<file path="config.mk">
export PLATFORM = sky130hd
export DESIGN_NAME = key_debounce_pulse
export DESIGN_NICKNAME = d
export VERILOG_FILES = /design/src/rtl/key_debounce_pulse.sv
export SDC_FILE = /design/constraint.sdc
export NUM_CORES = 1
export LEC_CHECK = 0
export CAP_MARGIN = 20
export CORE_ASPECT_RATIO = 0.6
export CORE_MARGIN = 4
export CORE_UTILIZATION = 30
export CTS_CLUSTER_DIAMETER = 200
export DETAILED_ROUTE_END_ITERATION = 16
export PLACE_DENSITY_LB_ADDON = 0.1
export SLEW_MARGIN = 20
export SYNTH_ARGS = -nofsm -noshare
export SYNTH_HDL_FRONTEND = slang
export SYNTH_SLANG_ARGS = --single-unit
</file>
<file path="constraint.sdc">
create_clock -name clk -period 2.1 [get_ports clk]
set_clock_uncertainty 0.2 [all_clocks]
set_input_delay 0.63 -clock clk [delete_from_list [all_inputs] [get_ports clk]]
set_output_delay 0.63 -clock clk [all_outputs]
set_load 0.005 [all_outputs]
</file>
<file path="src/rtl/key_debounce_pulse.sv">
// Pushbutton conditioner: per-key 2-flop synchroniser, stable-time debounce FSM,
// registered level plus one-cycle press/release strobes, and an encoded press event.
module key_debounce_pulse #(
   parameter int N_KEYS          = 4,
   parameter int DEBOUNCE_CYCLES = 1000000,
   parameter int CNT_W           = 20,
   parameter int IDX_W           = 2
) (
   input  logic              clk,
   input  logic              rst_n,
   input  logic [N_KEYS-1:0] key_n,
   output logic [N_KEYS-1:0] key_level,
   output logic [N_KEYS-1:0] key_press,
   output logic [N_KEYS-1:0] key_release,
   output logic              press_valid,
   output logic [IDX_W-1:0]  press_idx
);

   localparam logic [CNT_W-1:0] CNT_LAST = CNT_W'(DEBOUNCE_CYCLES - 1);
   localparam logic [CNT_W-1:0] CNT_ONE  = CNT_W'(1);

   typedef enum logic [1:0] {
      IDLE         = 2'd0,
      PRESS_WAIT   = 2'd1,
      HELD         = 2'd2,
      RELEASE_WAIT = 2'd3
   } state_t;

   logic [N_KEYS-1:0] sync1_reg;
   logic [N_KEYS-1:0] sync2_reg;
   logic [N_KEYS-1:0] level_next;
   logic [N_KEYS-1:0] press_next;
   logic [N_KEYS-1:0] release_next;
   logic              valid_next;
   logic [IDX_W-1:0]  idx_next;

   logic [N_KEYS-1:0] key_level_reg;
   logic [N_KEYS-1:0] key_press_reg;
   logic [N_KEYS-1:0] key_release_reg;
   logic              press_valid_reg;
   logic [IDX_W-1:0]  press_idx_reg;

   // Idle-high reset value keeps a released key from looking like a press.
   always_ff @(posedge clk) begin
      if (!rst_n) begin
         sync1_reg <= '1;
         sync2_reg <= '1;
      end else begin
         sync1_reg <= key_n;
         sync2_reg <= sync1_reg;
      end
   end

   genvar gi;
   generate
      for (gi = 0; gi < N_KEYS; gi++) begin : g_key
         state_t           state_reg;
         state_t           state_next;
         logic [CNT_W-1:0] cnt_reg;
         logic [CNT_W-1:0] cnt_next;

         always_ff @(posedge clk) begin
            if (!rst_n) begin
               state_reg <= IDLE;
               cnt_reg   <= '0;
            end else begin
               state_reg <= state_next;
               cnt_reg   <= cnt_next;
            end
         end

         // sync2 low means the key is being held down.
         always_comb begin
            state_next = state_reg;
            cnt_next   = cnt_reg;
            case (state_reg)
               IDLE: begin
                  if (!sync2_reg[gi]) begin
                     state_next = PRESS_WAIT;
                     cnt_next   = CNT_ONE;
                  end else begin
                     cnt_next   = '0;
                  end
               end
               PRESS_WAIT: begin
                  if (sync2_reg[gi]) begin
                     state_next = IDLE;
                     cnt_next   = '0;
                  end else if (cnt_reg == CNT_LAST) begin
                     state_next = HELD;
                     cnt_next   = '0;
                  end else begin
                     cnt_next   = cnt_reg + CNT_ONE;
                  end
               end
               HELD: begin
                  if (sync2_reg[gi]) begin
                     state_next = RELEASE_WAIT;
                     cnt_next   = CNT_ONE;
                  end else begin
                     cnt_next   = '0;
                  end
               end
               RELEASE_WAIT: begin
                  if (!sync2_reg[gi]) begin
                     state_next = HELD;
                     cnt_next   = '0;
                  end else if (cnt_reg == CNT_LAST) begin
                     state_next = IDLE;
                     cnt_next   = '0;
                  end else begin
                     cnt_next   = cnt_reg + CNT_ONE;
                  end
               end
               default: begin
                  state_next = IDLE;
                  cnt_next   = '0;
               end
            endcase
         end

         assign level_next[gi] = (state_reg == HELD) || (state_reg == RELEASE_WAIT);
      end
   endgenerate

   // The level only rises on PRESS_WAIT->HELD and only falls on RELEASE_WAIT->IDLE,
   // so its edges are exactly the accepted press/release events.
   assign press_next   = level_next & ~key_level_reg;
   assign release_next = ~level_next & key_level_reg;
   assign valid_next   = |press_next;

   always_comb begin
      idx_next = '0;
      for (int i = N_KEYS - 1; i >= 0; i--) begin
         if (press_next[i]) begin
            idx_next = IDX_W'(i);
         end
      end
   end

   always_ff @(posedge clk) begin
      if (!rst_n) begin
         key_level_reg   <= '0;
         key_press_reg   <= '0;
         key_release_reg <= '0;
         press_valid_reg <= 1'b0;
         press_idx_reg   <= '0;
      end else begin
         key_level_reg   <= level_next;
         key_press_reg   <= press_next;
         key_release_reg <= release_next;
         press_valid_reg <= valid_next;
         press_idx_reg   <= idx_next;
      end
   end

   assign key_level   = key_level_reg;
   assign key_press   = key_press_reg;
   assign key_release = key_release_reg;
   assign press_valid = press_valid_reg;
   assign press_idx   = press_idx_reg;

endmodule

</file>
Yosys cells after proc, flatten, opt, wreduce, memory -nomap -nowiden
Index checks and enable logic that the tools add are counted.
{"block": "word_totals", "inputBits": 6, "ff_bits": 111, "elab_cells": 127}
{"block": "classes", "reduce_logical": 15, "addsub": 4, "n_bitwise": 5, "eq_ne": 32, "mux": 55}
{"op": "20-bit one-hot mux with 4 select lines", "n": 4}
{"op": "20-bit two-way mux", "n": 12}
{"op": "20-bit by 1-bit adder with 20-bit output, second input constant", "n": 4}
{"op": "20-bit == test, second input constant", "n": 4}
{"op": "2-bit two-way mux", "n": 26}
{"op": "2-bit one-hot mux with 4 select lines", "n": 4}
{"op": "3-bit inequality test, second input constant", "n": 8}
{"op": "2-bit == test, second input constant", "n": 8}
{"op": "2-bit inequality test, second input constant", "n": 8}
{"op": "4-bit AND reduction", "n": 4}
{"op": "1-bit two-way mux", "n": 9}
{"op": "4-bit bitwise AND", "n": 2}
{"op": "2-bit by 1-bit == test with 1-bit output, second input constant", "n": 4}
{"op": "2-bit zero test", "n": 4}
{"op": "4-bit NOT", "n": 2}
{"op": "1-bit logical OR", "n": 4}
{"op": "4-bit OR reduction", "n": 1}
{"op": "3-bit OR reduction", "n": 1}
{"op": "2-bit OR reduction", "n": 1}
{"op": "1-bit NOT", "n": 1}

Longest topological paths before layout
{"block": "depth", "word_depth": 6, "ltp_mapped": 6}

Worst setup path after synthesis
OpenSTA, ideal clock, no wires.
{"block": "synth_path", "path_type": "reg-to-reg", "start": "register g_key[2].cnt_reg[0]", "end": "register g_key[2].cnt_reg[10]", "setup_ps": 115, "t_arrival_ps": 1929, "n_path_buf": 1, "stages_incl_launch_ff": 7, "setup_slack_ps": -143, "path_cell_list": "dfxtp_1 ha_1 nand3_1 or4_1 o2111ai_2 buf_6 nor2_1"}
{"block": "synth_via", "elab_chain_cells": 4, "word_cells_on_any_way": 6, "classes_between": "add/sub (1); eq/ne (1); mux (4)"}
{"element": "start, declared", "line_no": "59", "source": "logic [CNT_W-1:0] cnt_reg;"}
{"element": "start signal, assigned", "line_no": "68", "source": "cnt_reg <= cnt_next;"}
{"element": "20-bit by 1-bit adder with 20-bit output / 20-bit == test (equally long branches)"}
{"element": "20-bit two-way mux *", "line_no": "89, 108"}
{"element": "20-bit two-way mux, on equally long branches", "line_no": "105, 86"}
{"element": "20-bit one-hot mux with 4 select lines *", "line_no": "76", "source": "case (state_reg)"}
Mark *: on every way between the ends. The rest lies on a longest branch, timed or not.
A chain may end at the register's enable or synchronous reset.

Worst setup path in the final report
{"block": "layout_path", "start": "register g_key[0].cnt_reg[8]", "end": "register g_key[0].cnt_reg[7]"}
{"block": "layout_via", "elab_chain_cells": 4, "word_cells_on_any_way": 5, "classes_between": "eq/ne (1); mux (4)"}
{"element": "start, declared", "line_no": "59"}
{"element": "start signal, assigned", "line_no": "68"}
{"element": "20-bit == test *", "line_no": "89, 108"}
{"element": "20-bit two-way mux *", "line_no": "89, 108"}
{"element": "20-bit two-way mux, on equally long branches", "line_no": "105, 86"}
{"element": "20-bit one-hot mux with 4 select lines *", "line_no": "76"}
Marked as above.

==> results by group <==
STA
  • Final Hold Vio Count: 0
  • Max Slew Vio Count: 0
  • Min Tclk post-route: around 2.2 ns
  • RSZ-0062 raised after global routing: yes
  • Setup TNS: -1.63 ns
  • Worst-Margin Slew: 0.507 ns
  • Hold Worst Slack: approximately 0.21 ns
  • Fin worst setup slack: -0.0870 ns
  • F_max: roughly 460 MHz
  • Period utilisation layout: 104%
  • Final Setup Violations: 28
  • Worst slew margin: around two thirds

Pwr
  • Sw Pwr: roughly 0.80 mW
  • Power per cell area: between 600 and 700 mW/mm^2
  • Pleak: 1.84 nW
  • Sequential share of power: 53.4%
  • Maximum vdd drop: around 400 uV
  • Tot Pwr: approximately 4.0 mW
  • Logic pwr share: under 10%
  • Pint: 3.17 mW
  • Sw Share: between 20 and 25%
  • Clock network fraction of design power: a little under half

Setup path
  • Worst-path cell chain: or4_1, or4_4, o2111ai_4, buf_12, nor2_1
  • Crit-path slowest cell: or4_4
  • R2r setup slk: -0.09 ns
  • CP startpoint kind: flip-flop
  • CP max stage delay: approximately 0.57 ns
  • Crit path DAT: 2.22 ns
  • CP required: 2.13 ns
  • Critical Path Fanout Max: 19
  • Crit. End Element: flip-flop
  • Setup CP Type: flip-flop to flip-flop

Yosys
  • Sequential area share after synthesis: between 40% and 50%
  • Synth unique cells: between 40 and 50
  • EDFF count, synth: 0
  • Syn nets: 538
  • Syn Area/Cell: slightly below 9 sq um
  • Post-synth top flop: dfxtp_1
  • Seq cells post-synth: 111
  • Syn. warnings: 0
  • Mapped Area: roughly 0.0047 sq mm
  • Async SR Flop Fraction: 0%
  • Post-synthesis cell count: 528

Layout
  • Ant. Diodes: 0
  • Area Overhead vs Synth: 24.7%
  • Post-Route Utilization: between 30% and 40%
  • Reg area: 0.00224 sq mm
  • Layout cells sized above 1: between 10% and 20%
  • Most common cell after layout, fill and taps aside: dfxtp_1
  • Multi-input logic area: 0.00239 sq mm
  • Final Non-Filler Cells: a little under 800
  • Finished layout cell area: approximately 0.006 sq mm
  • Most frequent cells in the layout: dfxtp_1, nor2_1, xnor2_1, buf_4
  • Nets: approximately 590
  • Max reg flops: 80
  • Layout fillers: around 1,500

Floorplan
  • Chip Height: ~100 microns
  • Die area: around 0.018 sq mm
  • Initial core utilization: a little under a third
  • Rows: 35
  • Core Area: 0.0153 sq mm
  • Die Wd: between 150 and 200 microns
  • Boundary Pins: 21

Run
  • Total of max-cap violations: 0

GRT
  • First-pass GRT wire length: 17,600 microns
  • Total GRT Usage: roughly 12%
  • Vias in the first global route: between 3,000 and 4,000
  • Initial antenna violation count: 1
  • Largest net degree at the start of global routing: 20
  • GRT overflow: 0

Routing
  • Wire per inst: roughly 13 microns
  • Pre-antenna DRT Iters: 4
  • Vias per cell: between 4 and 5
  • Via count: 3,728
  • Drt total wl: ~10,000 microns
  • # DRC: 0
  • Post-route ant nets: 0
  • Iter 0 DRT Violations: around 190

Place
  • Final GP Congestion: 0.752
  • Post-DP HPWL: roughly 7500 microns
  • Post-Place Worst Slack: -0.0770 ns
  • Post-DP Area: 0.00531 sq mm
  • Placed cells: between 700 and 800
  • IO Port Bufs: 20

Clocking
  • CTS Buf Count: 9
  • Clk slew on worst S/H paths: about 0.070 ns
  • H-tree lvl count: 3
  • Clock sinks: around 110
  • CTS tree: done
  • Root Driver: clkbuf_16
  • Clock tree buffer depth: 2
  • Clk_lat worst skew: ~0.34 ns

Min path
  • Worst hold path class: flip-flop to flip-flop

Run status
  • Failing checks: negative setup slack
  • Status: finished, violations left
[critical path, delay by kind of cell, from the launching register on]
family / cells / cell delay (ns)
compound gates: 1 / 0.24
simple gates: 3 / 1.16
buf+inv: 1 / 0.18
flops: 1 / 0.31
[final timing paths]
check | startpoint | endpoint | cells past startpoint
setup / recovery | g_key[0].cnt_reg[8] | g_key[0].cnt_reg[7] | 5
hold / removal | sync1_reg[1] | sync2_reg[1] | 1
setup reg to reg | g_key[0].cnt_reg[8] | g_key[0].cnt_reg[7] | 5
hold reg to reg | sync1_reg[1] | sync2_reg[1] | 1
[metal layers]
metal,track usage [%],vias up,wire length [microns]
met5,0,-,12
met4,2.58,2,75
met3,3.52,6,275
met2,17.1,35,4110
met1,18.2,1729,5970
li1,-,1956,-
[cell type report]
type	count	share of cell area, %
clock inverters	4	0.902
clock buffers	12	4.57
flip-flops and latches	111	38.4
repair buffers	56	9.38
multi-input cells	378	41.0
inverters	22	1.42
well taps	203	4.36
[kinds of logic after synthesis]
logic type | after synthesis | synth area share, %
flops | 111 | 47.6
buf+inv | 39 | 3.51
fa+ha+maj | 4 | 1.07
mux | 2 | 0.429
simple gates | 253 | 28.6
xor+xnor | 54 | 10.1
compound gates | 65 | 8.70
[synthesized netlist by cell type, types with 8 or more instances]
cell      number  area, sq um
a21oi_1       30          150
and2_1         8         50.1
and3_1        11         68.8
clkbuf_1      13         48.8
dfxtp_1      111         2220
inv_1         22         82.6
nand2_1       28          105
nand2b_1      11         68.8
nand3_1       30          150
nand4_1       25          156
nor2_1        71          267
nor3_1        12         60.1
nor4_1        13         81.3
o21ai_0       12         60.1
o31ai_1        9         67.6
or3_1         14         87.6
or4_1         12         90.1
xnor2_1       34          298
xor2_1        20          175
[power by group through the flow]
| stage | Combinational [mW] | Clock, mW | Sequential [mW] |
|---|---|---|---|
| finish | 0.0536 | 1.80 | 2.12 |
| global route | 0.0593 | 1.96 | 2.12 |
| CTS | 0.0535 | 1.89 | 2.12 |
| detailed placement | 0.0532 | 0 | 2.17 |
| global placement | 0.0532 | 0 | 2.17 |
| floorplan | 0.0278 | 0 | 2.17 |
[timing repair]
item / 4_1_cts / 5_1_grt
gates resized for setup: 3 / 27
hold buffers: 0 / 0
pin swaps: 0 / 10
setup buffers: 0 / 5
setup endpoints to repair: 23 / 43
endpoints found under the hold margin: 0 / 0
cloned: 0 / 3
Power figures use the tool's default switching activity.
